===== src/rtl/multicycle_ctrl_pkg.sv =====
// ---------------------------------------------------------------------------
// multicycle_ctrl_pkg
//   Shared constants for the Cessar RV32 multi-cycle control slice: opcodes,
//   FSM state codes, ALU control codes, immediate formats and datapath mux
//   selects. The immediate generator and ALU are meant to import the same
//   package so encodings cannot drift apart.
//   Also provides ctrl_for_state(), the Moore output table of the FSM.
// ---------------------------------------------------------------------------
package multicycle_ctrl_pkg;

  // FSM states; the numeric codes are visible on the debug port state_o
  typedef enum logic [3:0] {
    IDLE      = 4'd0,
    FETCH     = 4'd1,
    DECODE    = 4'd2,
    MEM_ADDR  = 4'd3,
    MEM_READ  = 4'd4,
    MEM_WB    = 4'd5,
    MEM_WRITE = 4'd6,
    EXEC      = 4'd7,
    ALU_WB    = 4'd8,
    BRANCH    = 4'd9,
    TRAP      = 4'd10
  } state_e;

  localparam logic [6:0] OP_LOAD   = 7'b0000011;
  localparam logic [6:0] OP_STORE  = 7'b0100011;
  localparam logic [6:0] OP_BRANCH = 7'b1100011;
  localparam logic [6:0] OP_RTYPE  = 7'b0110011;

  localparam logic [2:0] F3_WORD = 3'b010;
  localparam logic [2:0] F3_BEQ  = 3'b000;

  localparam logic [3:0] ALU_AND = 4'b0000;
  localparam logic [3:0] ALU_OR  = 4'b0001;
  localparam logic [3:0] ALU_ADD = 4'b0010;
  localparam logic [3:0] ALU_SUB = 4'b0110;
  localparam logic [3:0] ALU_SLT = 4'b0111;

  localparam logic [1:0] IMM_NONE = 2'b00;
  localparam logic [1:0] IMM_I    = 2'b01;
  localparam logic [1:0] IMM_S    = 2'b10;
  localparam logic [1:0] IMM_B    = 2'b11;

  localparam logic [1:0] SRC_A_PC    = 2'b00;
  localparam logic [1:0] SRC_A_RS1   = 2'b01;
  localparam logic [1:0] SRC_A_OLDPC = 2'b10;

  localparam logic [1:0] SRC_B_RS2  = 2'b00;
  localparam logic [1:0] SRC_B_FOUR = 2'b01;
  localparam logic [1:0] SRC_B_IMM  = 2'b10;

  // Registered (Moore) control fields; ir_write and pc_write are Mealy and
  // live outside this bundle
  typedef struct packed {
    logic       mem_req;
    logic       mem_we;
    logic       i_or_d;
    logic       pc_src;
    logic [1:0] alu_src_a;
    logic [1:0] alu_src_b;
    logic [3:0] alu_ctl;
    logic [1:0] imm_sel;
    logic       reg_write;
    logic       mem_to_reg;
  } ctrl_t;

  // Moore output table: what the datapath sees while sitting in state s.
  // is_store picks the S immediate in MEM_ADDR, exec_ctl is the decoded
  // R-type operation for EXEC. Anything not listed stays 0.
  function automatic ctrl_t ctrl_for_state(input state_e s,
                                           input logic is_store,
                                           input logic [3:0] exec_ctl);
    ctrl_t c;
    c = '0;
    case (s)
      FETCH: begin
        c.mem_req   = 1'b1;
        c.alu_src_a = SRC_A_PC;
        c.alu_src_b = SRC_B_FOUR;
        c.alu_ctl   = ALU_ADD;
      end
      DECODE: begin
        c.alu_src_a = SRC_A_OLDPC;
        c.alu_src_b = SRC_B_IMM;
        c.alu_ctl   = ALU_ADD;
        c.imm_sel   = IMM_B;
      end
      MEM_ADDR: begin
        c.alu_src_a = SRC_A_RS1;
        c.alu_src_b = SRC_B_IMM;
        c.alu_ctl   = ALU_ADD;
        c.imm_sel   = is_store ? IMM_S : IMM_I;
      end
      MEM_READ: begin
        c.mem_req = 1'b1;
        c.i_or_d  = 1'b1;
      end
      MEM_WB: begin
        c.reg_write  = 1'b1;
        c.mem_to_reg = 1'b1;
      end
      MEM_WRITE: begin
        c.mem_req = 1'b1;
        c.mem_we  = 1'b1;
        c.i_or_d  = 1'b1;
      end
      EXEC: begin
        c.alu_src_a = SRC_A_RS1;
        c.alu_src_b = SRC_B_RS2;
        c.alu_ctl   = exec_ctl;
      end
      ALU_WB: begin
        c.reg_write = 1'b1;
      end
      BRANCH: begin
        c.alu_src_a = SRC_A_RS1;
        c.alu_src_b = SRC_B_RS2;
        c.alu_ctl   = ALU_SUB;
        c.pc_src    = 1'b1;
      end
      default: c = '0;
    endcase
    return c;
  endfunction

endpackage


===== src/rtl/multicycle_ctrl_alu_decoder.sv =====
// ---------------------------------------------------------------------------
// multicycle_ctrl_alu_decoder
//   Combinational R-type function decode. Maps {funct3, funct7[5]} to the ALU
//   control code and flags whether the combination is one the core supports.
// Ports
//   funct3_i    in  3  IR[14:12]
//   funct7_5_i  in  1  IR[30]
//   alu_ctl_o   out 4  ALU operation (0 when not legal)
//   legal_o     out 1  1 = ADD/SUB/SLT/OR/AND
// ---------------------------------------------------------------------------
module multicycle_ctrl_alu_decoder
  import multicycle_ctrl_pkg::*;
(
  input  logic [2:0] funct3_i,
  input  logic       funct7_5_i,
  output logic [3:0] alu_ctl_o,
  output logic       legal_o
);

  // funct7[5] only distinguishes ADD from SUB; with any other funct3 it
  // must be 0 or the encoding is outside the supported subset
  always_comb begin
    alu_ctl_o = ALU_AND;
    legal_o   = 1'b1;
    case ({funct3_i, funct7_5_i})
      4'b000_0: alu_ctl_o = ALU_ADD;
      4'b000_1: alu_ctl_o = ALU_SUB;
      4'b010_0: alu_ctl_o = ALU_SLT;
      4'b110_0: alu_ctl_o = ALU_OR;
      4'b111_0: alu_ctl_o = ALU_AND;
      default:  legal_o   = 1'b0;
    endcase
  end

endmodule


===== src/rtl/multicycle_ctrl.sv =====
// ---------------------------------------------------------------------------
// multicycle_ctrl
//   Multi-cycle control FSM for the Cessar RV32 subset LW/SW/BEQ/R-type.
//   Drives every datapath mux/enable, handshakes with the unified memory and
//   traps on illegal instructions or a memory that never answers.
// Ports
//   clk, rst_n             clock (rising edge), async active-low reset
//   opcode_i/funct3_i/funct7_5_i   instruction fields from IR
//   zero_i                 ALU zero flag (BEQ outcome)
//   mem_ready_i            memory acknowledge
//   mem_req_o, mem_we_o, i_or_d_o       memory request, write, address mux
//   ir_write_o, pc_write_o, pc_src_o    IR/PC load controls
//   alu_src_a_o, alu_src_b_o, alu_ctl_o ALU operand selects and operation
//   imm_sel_o              immediate format
//   reg_write_o, mem_to_reg_o           register writeback controls
//   err_illegal_o, err_timeout_o        sticky trap causes
//   state_o                current state code (debug)
// ---------------------------------------------------------------------------
module multicycle_ctrl
  import multicycle_ctrl_pkg::*;
#(
  parameter int TIMEOUT_CYCLES = 15,
  parameter int CNT_W          = 4
) (
  input  logic       clk,
  input  logic       rst_n,
  input  logic [6:0] opcode_i,
  input  logic [2:0] funct3_i,
  input  logic       funct7_5_i,
  input  logic       zero_i,
  input  logic       mem_ready_i,
  output logic       mem_req_o,
  output logic       mem_we_o,
  output logic       i_or_d_o,
  output logic       ir_write_o,
  output logic       pc_write_o,
  output logic       pc_src_o,
  output logic [1:0] alu_src_a_o,
  output logic [1:0] alu_src_b_o,
  output logic [3:0] alu_ctl_o,
  output logic [1:0] imm_sel_o,
  output logic       reg_write_o,
  output logic       mem_to_reg_o,
  output logic       err_illegal_o,
  output logic       err_timeout_o,
  output logic [3:0] state_o
);

  // Last permitted count value; one more waiting cycle from here is a timeout
  localparam logic [CNT_W-1:0] CNT_LAST = CNT_W'(TIMEOUT_CYCLES - 1);

  state_e           state_q, state_d;
  logic [CNT_W-1:0] cnt_q, cnt_d;
  ctrl_t            ctrl_q, ctrl_d;
  logic             err_illegal_q, err_timeout_q;
  logic             set_illegal, set_timeout;
  logic             mem_state;
  logic             is_store;
  logic [3:0]       exec_ctl;
  logic             rtype_legal;

  multicycle_ctrl_alu_decoder u_alu_decoder (
    .funct3_i   (funct3_i),
    .funct7_5_i (funct7_5_i),
    .alu_ctl_o  (exec_ctl),
    .legal_o    (rtype_legal)
  );

  assign is_store = (opcode_i == OP_STORE);

  // Next-state and wait-counter logic. The counter is zero whenever the FSM
  // is not waiting, so every memory state is entered with a cleared count.
  // The timeout override comes after the case so it wins over "stay", but
  // it only fires when mem_ready is low: a ready on the last cycle advances.
  always_comb begin
    state_d     = state_q;
    cnt_d       = '0;
    set_illegal = 1'b0;
    set_timeout = 1'b0;
    mem_state   = (state_q == FETCH) || (state_q == MEM_READ) ||
                  (state_q == MEM_WRITE);
    case (state_q)
      IDLE:      state_d = FETCH;
      FETCH:     if (mem_ready_i) state_d = DECODE;
      DECODE: begin
        case (opcode_i)
          OP_LOAD, OP_STORE: begin
            if (funct3_i == F3_WORD) state_d = MEM_ADDR;
            else                     set_illegal = 1'b1;
          end
          OP_BRANCH: begin
            if (funct3_i == F3_BEQ) state_d = BRANCH;
            else                    set_illegal = 1'b1;
          end
          OP_RTYPE: begin
            if (rtype_legal) state_d = EXEC;
            else             set_illegal = 1'b1;
          end
          default: set_illegal = 1'b1;
        endcase
        if (set_illegal) state_d = TRAP;
      end
      MEM_ADDR:  state_d = is_store ? MEM_WRITE : MEM_READ;
      MEM_READ:  if (mem_ready_i) state_d = MEM_WB;
      MEM_WB:    state_d = FETCH;
      MEM_WRITE: if (mem_ready_i) state_d = FETCH;
      EXEC:      state_d = ALU_WB;
      ALU_WB:    state_d = FETCH;
      BRANCH:    state_d = FETCH;
      TRAP:      state_d = TRAP;
      default:   state_d = IDLE;
    endcase
    if (mem_state && !mem_ready_i) begin
      if (cnt_q == CNT_LAST) begin
        state_d     = TRAP;
        set_timeout = 1'b1;
      end else begin
        cnt_d = cnt_q + CNT_W'(1);
      end
    end
    ctrl_d = ctrl_for_state(state_d, is_store, exec_ctl);
  end

  // State, counter, registered outputs and sticky error flags. Outputs are
  // computed for the state being entered, so they line up with state_q.
  always_ff @(posedge clk or negedge rst_n) begin
    if (!rst_n) begin
      state_q       <= IDLE;
      cnt_q         <= '0;
      ctrl_q        <= '0;
      err_illegal_q <= 1'b0;
      err_timeout_q <= 1'b0;
    end else begin
      state_q       <= state_d;
      cnt_q         <= cnt_d;
      ctrl_q        <= ctrl_d;
      err_illegal_q <= err_illegal_q | set_illegal;
      err_timeout_q <= err_timeout_q | set_timeout;
    end
  end

  // IR/PC loads must follow the same-cycle acknowledge / branch outcome,
  // so these two are decoded from the live inputs rather than registered
  assign ir_write_o = (state_q == FETCH) && mem_ready_i;
  assign pc_write_o = ((state_q == FETCH) && mem_ready_i) ||
                      ((state_q == BRANCH) && zero_i);

  assign mem_req_o     = ctrl_q.mem_req;
  assign mem_we_o      = ctrl_q.mem_we;
  assign i_or_d_o      = ctrl_q.i_or_d;
  assign pc_src_o      = ctrl_q.pc_src;
  assign alu_src_a_o   = ctrl_q.alu_src_a;
  assign alu_src_b_o   = ctrl_q.alu_src_b;
  assign alu_ctl_o     = ctrl_q.alu_ctl;
  assign imm_sel_o     = ctrl_q.imm_sel;
  assign reg_write_o   = ctrl_q.reg_write;
  assign mem_to_reg_o  = ctrl_q.mem_to_reg;
  assign err_illegal_o = err_illegal_q;
  assign err_timeout_o = err_timeout_q;
  assign state_o       = state_q;

endmodule

===== config.mk =====
export PLATFORM = sky130hd
export DESIGN_NAME = multicycle_ctrl
export DESIGN_NICKNAME = d
export VERILOG_FILES = /design/src/rtl/multicycle_ctrl_pkg.sv /design/src/rtl/multicycle_ctrl_alu_decoder.sv /design/src/rtl/multicycle_ctrl.sv
export SDC_FILE = /design/constraint.sdc
export NUM_CORES = 1
export LEC_CHECK = 0
export ABC_AREA = 1
export CORE_AREA = 5 5 72 61
export CTS_BUF_LIST = sky130_fd_sc_hd__clkbuf_2
export CTS_CLUSTER_DIAMETER = 120
export DETAILED_ROUTE_END_ITERATION = 8
export DIE_AREA = 0 0 77 66
export DONT_BUFFER_PORTS = 1
export GPL_TIMING_DRIVEN = 0
export RECOVER_POWER = 100
export SYNTH_ARGS = -nofsm -noshare
export SYNTH_HDL_FRONTEND = slang
export SYNTH_SLANG_ARGS = --single-unit

===== constraint.sdc =====
create_clock -name clk -period 1.8 [get_ports clk]
set_input_delay 0.18 -clock clk [delete_from_list [all_inputs] [get_ports clk]]
set_output_delay 0.18 -clock clk [all_outputs]
set_load 0.01 [all_outputs]

---- After elaboration in Yosys (flattened, before gate mapping) ----
Cells that the tools add are included.
storage, ports and cells
  word-level logic and storage cells ...... 95
  output and inout bits ................... 24
  input bits .............................. 15
  register bits ........................... 26
cells by class
  muxes and demuxes ....................... 33
  equality and inequality tests ........... 29
  reduce and logical (&&, ||, !) cells .... 16
  add/subtract/negate cells ............... 1
  bitwise operators ....................... 2
operators by type and width
  cell                 count
  $mux 4               11
  $pmux 8 s5           1
  $eq 4x3->1 const B   9
  $eq 4x4->1 const B   8
  $pmux 4 s8           1
  $eq 4x2->1 const B   4
  $eq 7x6->1 const B   2
  $mux 1               14
  $eq 4x1->1 const B   3
  $pmux 3 s4           1
  $pmux 4 s3           1
  $logic_not 4->1      2
  $eq 7x2->1 const B   1
  $eq 7x7->1 const B   1
  $reduce_or 2->1      3
  $reduce_or 5->1      1
  $add 4x1->4 const B  1
  $mux 2               2
  $pmux 2 s2           1
  $reduce_or 4->1      1
  $eq 3x2->1 const B   1
  $logic_and 1x1->1    3
  $logic_not 3->1      1
  $logic_or 1x1->1     3
  4 further kinds      5

---- Logic depth before layout (Yosys ltp) ----
Gate-level depths: netlist (run 1).
  depth in word-level cells ............... 13
  depth in mapped cells ................... 13
  mapped depth without buffers ............ 13

---- By module ----
Synthesis (run 1) repeated with hierarchy kept, for this count alone.
second synthesis, totals
  cells, all modules ...................... 182
  area, all modules ....................... 1510.2 um^2
by module, submodules not included
  module                       area each (um^2)  sequential area each (um^2)  cells an instance  times used
  multicycle_ctrl              1446.4            650.6                        169                1
  multicycle_ctrl_alu_decoder  63.8              0.0                          13                 1

---- Worst setup path after synthesis (run 1) ----
OpenSTA, ideal clock, no wires.
  kind .................................... reg-to-reg
  start point ............................. register state_q[0] (netlist: state_o[0])
  end point ............................... register ctrl_q (netlist bit alu_ctl_o[1])
  data required time ...................... 1674 ps
  cell stages (with the launch flop) ...... 13
  buffers on the path ..................... 0
  setup slack ............................. 260 ps
  period minus slack after synthesis ...... 1540 ps
  setup time .............................. 126 ps
  arrival time ............................ 1414 ps
  path through ............................ dfrtp_1 > inv_2 > nor2_4 > nand3_2 > nand2_1 > inv_2 > nor2_8 > nor2_2 > nand2_2 > inv_2 > nor2_4 > nand3_2 > nand3_1
RTL lines
  item                    line                    source
  start, declared         multicycle_ctrl.sv:52   state_e state_q, state_d;
  start signal, assigned  multicycle_ctrl.sv:134  state_q <= state_d;
  end signal, assigned    multicycle_ctrl.sv:136  ctrl_q <= ctrl_d;
  end, declared           multicycle_ctrl.sv:54   ctrl_t ctrl_q, ctrl_d;

==> flow_summary.toml, run 1 <==
[run_status]
outcome = "completed"

[clock_network]
ctsHtreeMaxLevel = 1
cts.sinks = 25
cts_max_path_buffers = 2
numCtsBuffers = 3
cts_tree = "built"
insertion_delay_ps = 350
cts.reportedPaths.clkPinSlew_ps = 240
clockRootBuffer = "clkbuf_2"

[global_routing]
largest_net_degree_at_the_start_of_global_routing = 26
grt_pass1_vias = 1111
grt_use_total = 0.125
grt_antenna_before_repair = 0
grt_first_pass_wirelength_um = 5150
grt.overflow.total = 0

[finish]
flow.area_growth_from_synthesis_pct = 23.1
layout.filler_cells = 361
post_route_cells_drive_above_1_share = 0.271
utilization_after_layout = 0.472
nets = 225
n_antenna_cell = 0
multi_input_area_um2 = 716
area.sequential_um2 = 631

[timing]
fmax_mhz = 561
finalSetupViolCount = 0
hold_viol_final = 0
timing.max_slew.rel_slack = 0.152
timing.clock.skew_ps = 16.2
grt_setup_unrepaired = "true"
worst_max_slew_pin_slew_ps = 1270
final-max-slew-violation-count = 0
finalWorstPathRequiredPeriod_ps = 1780
period_share = 0.990
final_worst_path_setup_slack_ps = 17.8

[synth]
synth_top_area_share = 0.450
netlist_instances = 186
synth-edff-count = 0
synthesis.area_per_instance_um2 = 7.47
synth_area_um2 = 1390
yosysWarningCount = 0
synth_top_area_cell = "dfrtp_1"
synth_ff_type = "dfrtp_1"
seq_cells_post_synth = 25
ys_async_rst_share = 1.00
post_synth_most_frequent_cells = "nand2_1 (38), inv_1 (33), nor2_1 (26)"
ys_types = 26
seq_area_frac_synth = 0.450
synth_top_cells_by_area = "dfrtp_1 (45%), nand2_1 (10%), inv_1 (8.9%)"
syn_nets = 203
synth.most_common_cell = "nand2_1"

[worst_setup_path]
worst_setup_path_end_kind = "flip-flop"
cp_data_arrival_time_ps = 2070
worstSetupStartpointType = "flip-flop"
classification_of_the_worst_setup_path = "reg2reg"
worst-endpoint-required_ps = 2090
critical_path_peak_fanout = 7

[drt]
detailedRoute.firstPassIterationCount = 4
detail_route.vias_per_cell = 4.64
drt_iter0_drc = 35
detail_route.wirelength_um = 3040
route.antenna.remaining_nets = 0
route.detailed.drc = 0
wire_per_inst_um = 12.1
dr_total_vias = 1165

[die]
die_height_um = 66
row_count = 20
fp.dieArea_um2 = 5080
die-width_um = 77
core_area_um2 = 3630
floorplan.initialDensity = 0.383
io_pins = 39

[power_and_ir_drop]
worst_supply_voltage_drop_on_vdd_uv = 1170
p_leak_uw = 0.000944
power_per_cell_area_nw_per_um2 = 1470

[placement]
io_buffers = 0
post-dp-hpwl_um = 2270
dpl_worst_slack_ps = -77.9
gp_routability_congestion = 0.856

[flow_run]
drv_cap = 0

[hold_path]
min_path_type = "in2reg"
[repair_timing]
action                     CTS  global route
hold buffers                 6             0
hold endpoints to repair    27             0
setup buffers                6             5
gates resized for setup     13            20
pin swaps                    4             8
setup endpoints to repair    7            10
[through the flow]
stage	hold slack [ps]	instances	setup TNS [ps]	power, uW	cell area [um^2]
after floorplan	-116	186	0	1610	1390
after global placement	-115	230	-495	1830	1450
after detailed placement	-115	230	-261	1820	1450
after CTS	23.6	246	0	2330	1630
after global routing	23.2	251	-236	2740	1710
final	38.5	251	0	2520	1710
[registers in the layout (all words and copies together), names as in the netlist, 2 cells and up]
register,cells
state_o,4
alu_src_b_o,2
alu_ctl_o,3
imm_sel_o,2
cnt_q,4
alu_src_a_o,2
[layout make-up]
type	count	area share
buffer	1	0.00439
clock buffer	3	0.00877
clock inverter	1	0.00439
inverter	37	0.0841
multi-input combinational	123	0.418
sequential	25	0.368
tap	44	0.0322
timing repair buffer	17	0.0797
[worst max-delay path, cell delays in order (launching register included)]
cell	delay [ps]
dfrtp_2	560
inv_4	80
nor2_4	140
nand3_2	90
nand2_2	90
inv_4	50
nor2_8	150
nor2_4	70
nand2_2	80
inv_2	60
nor2_4	110
nand3_4	120
nor2_1	120
[power breakdown]
group	total [uW]	switching, uW	internal, uW	leakage [uW]
Sequential	968	226	742	0.000324
Combinational	1330	794	539	0.000608
Clock	221	169	51.6	0.0000126
[routing by layer]
metal,wire [um],GRT usage
met3,251,0.0599
met2,1330,0.182
met4,4,0.0129
met1,1460,0.173
met5,0,0
[final timing paths]
kind	start	end	slack (ps)	depth (start not counted)
worst min register to register	cnt_q[0]	cnt_q[0]	510	1
max in group asynchronous	rst_n	state_o[2]	380	2
min in group asynchronous	rst_n	err_timeout_o	610	2
worst max register to register	state_o[0]	imm_sel_o[1]	20	12
worst max-delay path	state_o[0]	imm_sel_o[1]	20	12
worst min-delay path	funct3_i[2]	alu_ctl_o[1]	40	3
[cells by family after synthesis]
family                     Yosys count  share of synthesized area
and+or+nand+nor                    107                      0.370
AOI/OAI and AO/OA                   12                     0.0477
adders and majority gates            2                     0.0180
xor gates and xnor gates             1                    0.00630
DFF                                 25                      0.450
other                                1                    0.00270
buffers and inverters               38                      0.105
[cell usage in the layout, fill, tap and decap left out, types with 6 or more instances in the layout]
master   count
nand3_1     16
dfrtp_1     21
nor2_1      18
nor2_2       6
buf_4       12
nand2_1     35
inv_1       30
nor2_4       8
No activity file was read; power rests on OpenSTA's default activity.
==> run 2: changes to the inputs <==
--- a/config.mk
+++ b/config.mk
@@ -6,13 +6,15 @@
 export NUM_CORES = 1
 export LEC_CHECK = 0
 export ABC_AREA = 1
-export CORE_AREA = 5 5 72 61
+export CORE_AREA = 2 2 69 58
 export CTS_BUF_LIST = sky130_fd_sc_hd__clkbuf_2
 export CTS_CLUSTER_DIAMETER = 120
+export CTS_CLUSTER_SIZE = 8
 export DETAILED_ROUTE_END_ITERATION = 8
-export DIE_AREA = 0 0 77 66
+export DIE_AREA = 0 0 71 60
 export DONT_BUFFER_PORTS = 1
 export GPL_TIMING_DRIVEN = 0
+export HOLD_SLACK_MARGIN = 0.02
 export RECOVER_POWER = 100
 export SYNTH_ARGS = -nofsm -noshare
 export SYNTH_HDL_FRONTEND = slang
==> run 2 against run 1 <==
Against the previous run: non-clock buffer count decreased by 5; global-route usage increased by 2.1 points; combinational power decreased by 14%; die area decreased by 16%; clock skew decreased by 3.5 ps; sequential share of layout area increased by 1.4 points; via count increased by 0.94%; largest cell class unchanged; design area decreased by 3.6%; cell count decreased by 2.0%; critical path depth unchanged; first-iteration DRC count increased by 29%; critical path type unchanged; sequential power decreased by 0.8%.
==> flow_summary.toml, run 2 (synthesized netlist as in run 1, its figures left out) <==
[die]
floorplan.initialDensity = 0.383
core_area_um2 = 3630
fp.dieArea_um2 = 4260
row_count = 20
die_height_um = 60
io_pins = 39
die-width_um = 71

[clock_network]
numCtsBuffers = 3
clockRootBuffer = "clkbuf_2"
cts_tree = "built"
ctsHtreeMaxLevel = 1
insertion_delay_ps = 360
cts.sinks = 25
cts_max_path_buffers = 2
cts.reportedPaths.clkPinSlew_ps = 240

[worst_setup_path]
classification_of_the_worst_setup_path = "reg2reg"
cp_top_family = "simple AND/OR/NAND/NOR gates"
worst-endpoint-required_ps = 2110
critPathMaxStageDelay_ps = 550
cp_data_arrival_time_ps = 2070
timing.critical_path.cells = "inv_4 -> nor2_4 -> nand3_2 -> nand2_2 -> inv_4 -> nor2_8 -> nor2_4 -> nand2_2 -> inv_2 -> nor2_4 -> nand3_4 -> nor2_2"
worst_setup_path_end_kind = "flip-flop"
critical_path_peak_fanout = 7
worst-path-buf-inv = 3
cpMostUsedCell = "nor2_4"
worstSetupStartpointType = "flip-flop"
critPathSlowestCell = "dfrtp_2"

[drt]
detail_route.vias_per_cell = 4.78
drt_iter0_drc = 45
detailedRoute.firstPassIterationCount = 4
detail_route.wirelength_um = 2930
route.detailed.drc = 0
route.antenna.remaining_nets = 0
wire_per_inst_um = 11.9
dr_total_vias = 1176

[timing]
fmax_mhz = 567
timing.max_slew.rel_slack = 0.135
period_share = 0.980
final-max-slew-violation-count = 0
grt_setup_unrepaired = "true"
hold_viol_final = 0
worst_max_slew_pin_slew_ps = 1300
timing.clock.skew_ps = 12.7
finalSetupViolCount = 0
totalNegativeSetupSlack_ps = 0
finalWorstPathRequiredPeriod_ps = 1760

[finish]
nets = 220
post_route_cells_drive_above_1_share = 0.218
post_layout_nonfiller_instances = 246
flow.area_growth_from_synthesis_pct = 18.7
final_common_cell = "nand2_1"
most-common-layout-cells = "nand2_1 (35), inv_1 (32), dfrtp_1 (21), nor2_1 (20), nand3_1 (17)"
n_antenna_cell = 0

[global_routing]
grt_use_total = 0.145
largest_net_degree_at_the_start_of_global_routing = 26
grt.overflow.total = 0
grt_antenna_before_repair = 0
grt_first_pass_wirelength_um = 4820
grt_pass1_vias = 1094

[hold_path]
min_path_type = "in2reg"

[placement]
post-dp-hpwl_um = 2170
placedCellCount = 230
gp_routability_congestion = 0.837
io_buffers = 0

[run_status]
outcome = "completed"

[flow_run]
drv_cap = 0

[power_and_ir_drop]
p_leak_uw = 0.000923
power_per_cell_area_nw_per_um2 = 1410
worst_supply_voltage_drop_on_vdd_uv = 966
==> run 2: worst paths after layout <==
check,from,end,slack (ps),depth (start not counted)
max,state_o[0],imm_sel_o[0],40,12
min in group asynchronous,rst_n,state_o[0],610,2
min,funct7_5_i,alu_ctl_o[2],40,4
min reg2reg,cnt_q[0],cnt_q[0],510,1
max reg2reg,state_o[0],imm_sel_o[0],40,12
max in group asynchronous,rst_n,state_o[1],360,2
==> run 2: worst register-to-register path, delay by kind of cell, from the launching register on <==
family,cells,cell delay (ps)
and+or+nand+nor,9,980
DFF,1,550
buffers and inverters,3,190
==> run 2: metal layers <==
metal | GRT usage | up-vias | part of all wire
met5 | 0 | - | 0
met4 | 0.0404 | 0 | 0.0089
met3 | 0.0405 | 4 | 0.045
met2 | 0.222 | 26 | 0.42
met1 | 0.204 | 533 | 0.52
li1 | - | 613 | -
==> run 2: repair_timing <==
action	in CTS	in global routing
hold buffers	7	1
pin swaps	1	7
endpoints found under the hold margin	29	1
setup endpoints to repair	7	9
gates resized for setup	12	13
setup buffers	1	3
==> run 2: cell type report <==
type	count	area, um^2
Buffer	1	7.51
Clock buffer	3	15.0
Clock inverter	1	7.51
Fill cell	375	1980
Inverter	37	144
Multi-Input combinational cell	123	687
Sequential cell	25	631
Tap cell	44	55.1
Timing Repair Buffer	12	104
==> run 2: where the power goes <==
group	total [uW]	switching [uW]	internal [uW]	leakage, uW
Clock	223	171	51.6	0.0000126
Sequential	960	218	742	0.000324
Combinational	1140	722	413	0.000587
Total	2320	1110	1210	0.000923
==> run 2: metrics by stage <==
| stage | worst slack, ps | hold slack, ps | area (um^2) | utilization | total power, uW |
|---|---|---|---|---|---|
| after floorplan | 260 | -116 | 1390 | - | 1610 |
| after CTS | 0.874 | 20.5 | 1600 | 0.440 | 2210 |
| final | 36.2 | 43.9 | 1650 | 0.455 | 2320 |
| after global routing | -73.9 | 55.6 | 1650 | 0.455 | 2500 |
| after detailed placement | -88.1 | -115 | 1450 | 0.398 | 1810 |
| after global placement | -127 | -115 | 1450 | 0.398 | 1820 |
==> run 3: changes to the inputs <==
--- a/config.mk
+++ b/config.mk
@@ -6,16 +6,17 @@
 export NUM_CORES = 1
 export LEC_CHECK = 0
 export ABC_AREA = 1
-export CORE_AREA = 2 2 69 58
-export CTS_BUF_LIST = sky130_fd_sc_hd__clkbuf_2
+export CORE_AREA = 2 2 72 60
+export CTS_BUF_LIST = sky130_fd_sc_hd__clkbuf_16
 export CTS_CLUSTER_DIAMETER = 120
 export CTS_CLUSTER_SIZE = 8
 export DETAILED_ROUTE_END_ITERATION = 8
-export DIE_AREA = 0 0 71 60
+export DIE_AREA = 0 0 74 62
 export DONT_BUFFER_PORTS = 1
 export GPL_TIMING_DRIVEN = 0
 export HOLD_SLACK_MARGIN = 0.02
 export RECOVER_POWER = 100
 export SYNTH_ARGS = -nofsm -noshare
 export SYNTH_HDL_FRONTEND = slang
+export SYNTH_HIERARCHICAL = 1
 export SYNTH_SLANG_ARGS = --single-unit
==> run 3 against run 2 <==
Against the previous run: non-clock buffer count shrank 10; critical path depth rose by 1; area after synthesis up 8.6%; global-route usage fell by 0.25 points; clock skew down 9.2 ps; via count shrank 5.3%; die area grew 7.7%; clock power grew to 2.9 times the previous value; largest cell class unchanged.
==> flow_summary.toml, run 3 <==
[clock_network]
ctsHtreeMaxLevel = 1
cts_tree = "built"
cts.sinks = 26
cts.reportedPaths.clkPinSlew_ps = 70
numCtsBuffers = 3
cts_max_path_buffers = 2
insertion_delay_ps = 260
clockRootBuffer = "clkbuf_16"

[global_routing]
grt.overflow.total = 0
largest_net_degree_at_the_start_of_global_routing = 27
grt_pass1_vias = 1108
grt_antenna_before_repair = 0
grt_first_pass_wirelength_um = 4910
grt_use_total = 0.143

[synth]
synth.most_common_cell = "nand2_1"
netlist_instances = 182
synth_top_cells_by_area = "dfrtp_1 (43%), nand2_1 (8.0%), nor2_1 (7.0%)"
synthesis.area_per_instance_um2 = 8.30
seq_cells_post_synth = 26
yosysWarningCount = 6
synth-edff-count = 0
synth_ff_type = "dfrtp_1"
synth_top_area_share = 0.431
ys_async_rst_share = 1.00
ys_types = 32
post_synth_most_frequent_cells = "nand2_1 (32), nor2_1 (28), inv_1 (27)"
synth_area_um2 = 1510
syn_nets = 199
seq_area_frac_synth = 0.431
synth_top_area_cell = "dfrtp_1"

[die]
floorplan.initialDensity = 0.381
die-width_um = 74
fp.dieArea_um2 = 4590
die_height_um = 62
core_area_um2 = 3970
io_pins = 39
row_count = 21

[drt]
detailedRoute.firstPassIterationCount = 4
drt_iter0_drc = 74
detail_route.vias_per_cell = 4.55
detail_route.wirelength_um = 2920
wire_per_inst_um = 11.9
route.detailed.drc = 0
route.antenna.remaining_nets = 0
dr_total_vias = 1114

[timing]
final-max-slew-violation-count = 0
final_worst_path_setup_slack_ps = 118
finalWorstPathRequiredPeriod_ps = 1680
worst_max_slew_pin_slew_ps = 1150
fmax_mhz = 594
period_share = 0.935
hold_viol_final = 0
timing.clock.skew_ps = 3.48
totalNegativeSetupSlack_ps = 0
finalSetupViolCount = 0
timing.max_slew.rel_slack = 0.233
final.hold.worst_slack_ps = 49.6
grt_setup_unrepaired = "true"

[worst_setup_path]
critical_path_peak_fanout = 5
worstSetupStartpointType = "flip-flop"
worst-endpoint-required_ps = 1990
classification_of_the_worst_setup_path = "reg2reg"
worst_setup_path_end_kind = "flip-flop"
cp_data_arrival_time_ps = 1870

[finish]
nets = 206
most-common-layout-cells = "nand2_1 (31), nor2_1 (28), inv_1 (27), dfrtp_1 (22), nand3_1 (12)"
post_layout_nonfiller_instances = 245
n_antenna_cell = 0
layout.filler_cells = 405
utilization_after_layout = 0.436
final_common_cell = "nand2_1"
flow.area_growth_from_synthesis_pct = 14.5
post_route_cells_drive_above_1_share = 0.255

[power_and_ir_drop]
power_per_cell_area_nw_per_um2 = 1520
worst_supply_voltage_drop_on_vdd_uv = 917
p_leak_uw = 0.000934

[placement]
dpl_worst_slack_ps = 54.4
io_buffers = 0
post-dp-hpwl_um = 2200
placedCellCount = 239
gp_routability_congestion = 0.777

[flow_run]
drv_cap = 0

[hold_path]
min_path_type = "in2reg"

[run_status]
outcome = "completed"
==> run 3: changes by cell type after synthesis, sizes merged, moves of 2 or more <==
cell   delta
nand3     -7
a21oi     -4
nand2     +2
nor2      +5
==> run 3: worst max-delay path, stage by stage (launching register included) <==
cell and delay [ps]:
dfrtp_2 460, inv_2 140, nand2_2 80, inv_2 90
nand3_2 70, nand2_2 80, inv_4 60, nor2_8 150
nor2_8 70, nand2_8 80, inv_6 40, nor2_4 90
nand3_2 110, nor2_1 110
==> run 3: timing repair <==
item	4_1_cts	5_1_grt
gates resized for setup	0	8
buffers inserted	0	0
endpoints found under the setup margin	0	9
endpoints found under the hold margin	26	0
hold buffers	2	0
==> run 3: power by group <==
part           switching (uW)  internal, uW  leakage (uW)
sequential                212           767      0.000338
combinational             673           346      0.000545
clock                     195           442     0.0000511
==> run 3: through the flow <==
stage	power (uW)	instance area, um^2
finish	2640	1730
global route	2840	1730
CTS	2650	1720
detailed placement	1970	1580
global placement	1960	1580
floorplan	1790	1510
==> run 3: final cells by class <==
| type | instances | area (um^2) | share of cell area |
|---|---|---|---|
| inverters | 37 | 149 | 0.0861 |
| clock inverters | 1 | 30.0 | 0.0174 |
| multi-input cells | 118 | 718 | 0.415 |
| flip-flops and latches | 26 | 656 | 0.379 |
| well taps | 57 | 71.3 | 0.0412 |
| repair buffers | 2 | 22.5 | 0.0130 |
| clock buffers | 3 | 75.1 | 0.0434 |
| plain buffers | 1 | 7.51 | 0.00434 |
==> run 3: worst paths after layout <==
kind                              from       endpoint  slack (ps)  cells past startpoint
setup / recovery            state_o[3]   imm_sel_o[0]         120                     13
hold / removal             funct3_i[0]   alu_ctl_o[0]          50                      3
setup reg to reg            state_o[3]   imm_sel_o[0]         120                     13
hold reg to reg               cnt_q[0]       cnt_q[0]         500                      1
max in group asynchronous        rst_n     state_o[1]         320                      2
min in group asynchronous        rst_n  err_illegal_o         710                      2
==> run 3: metal layers <==
layer  GRT usage  wire length (um)  part of all wire  up-vias
met1       0.194              1400              0.48      514
li1            -                 -                 -      566
met2       0.231              1320              0.45       32
met5           0                 0                 0        -
met4      0.0156                11            0.0038        0
met3      0.0500               188             0.064        2
==> run 3: logic make-up after synthesis <==
kind of cell    Yosys count  share of synthesized area
buf+inv                  38                      0.102
fa+ha+maj                 2                     0.0166
flops                    26                      0.431
compound gates           10                     0.0505
simple gates            104                      0.392
xor+xnor                  1                    0.00580
other cells               1                    0.00248
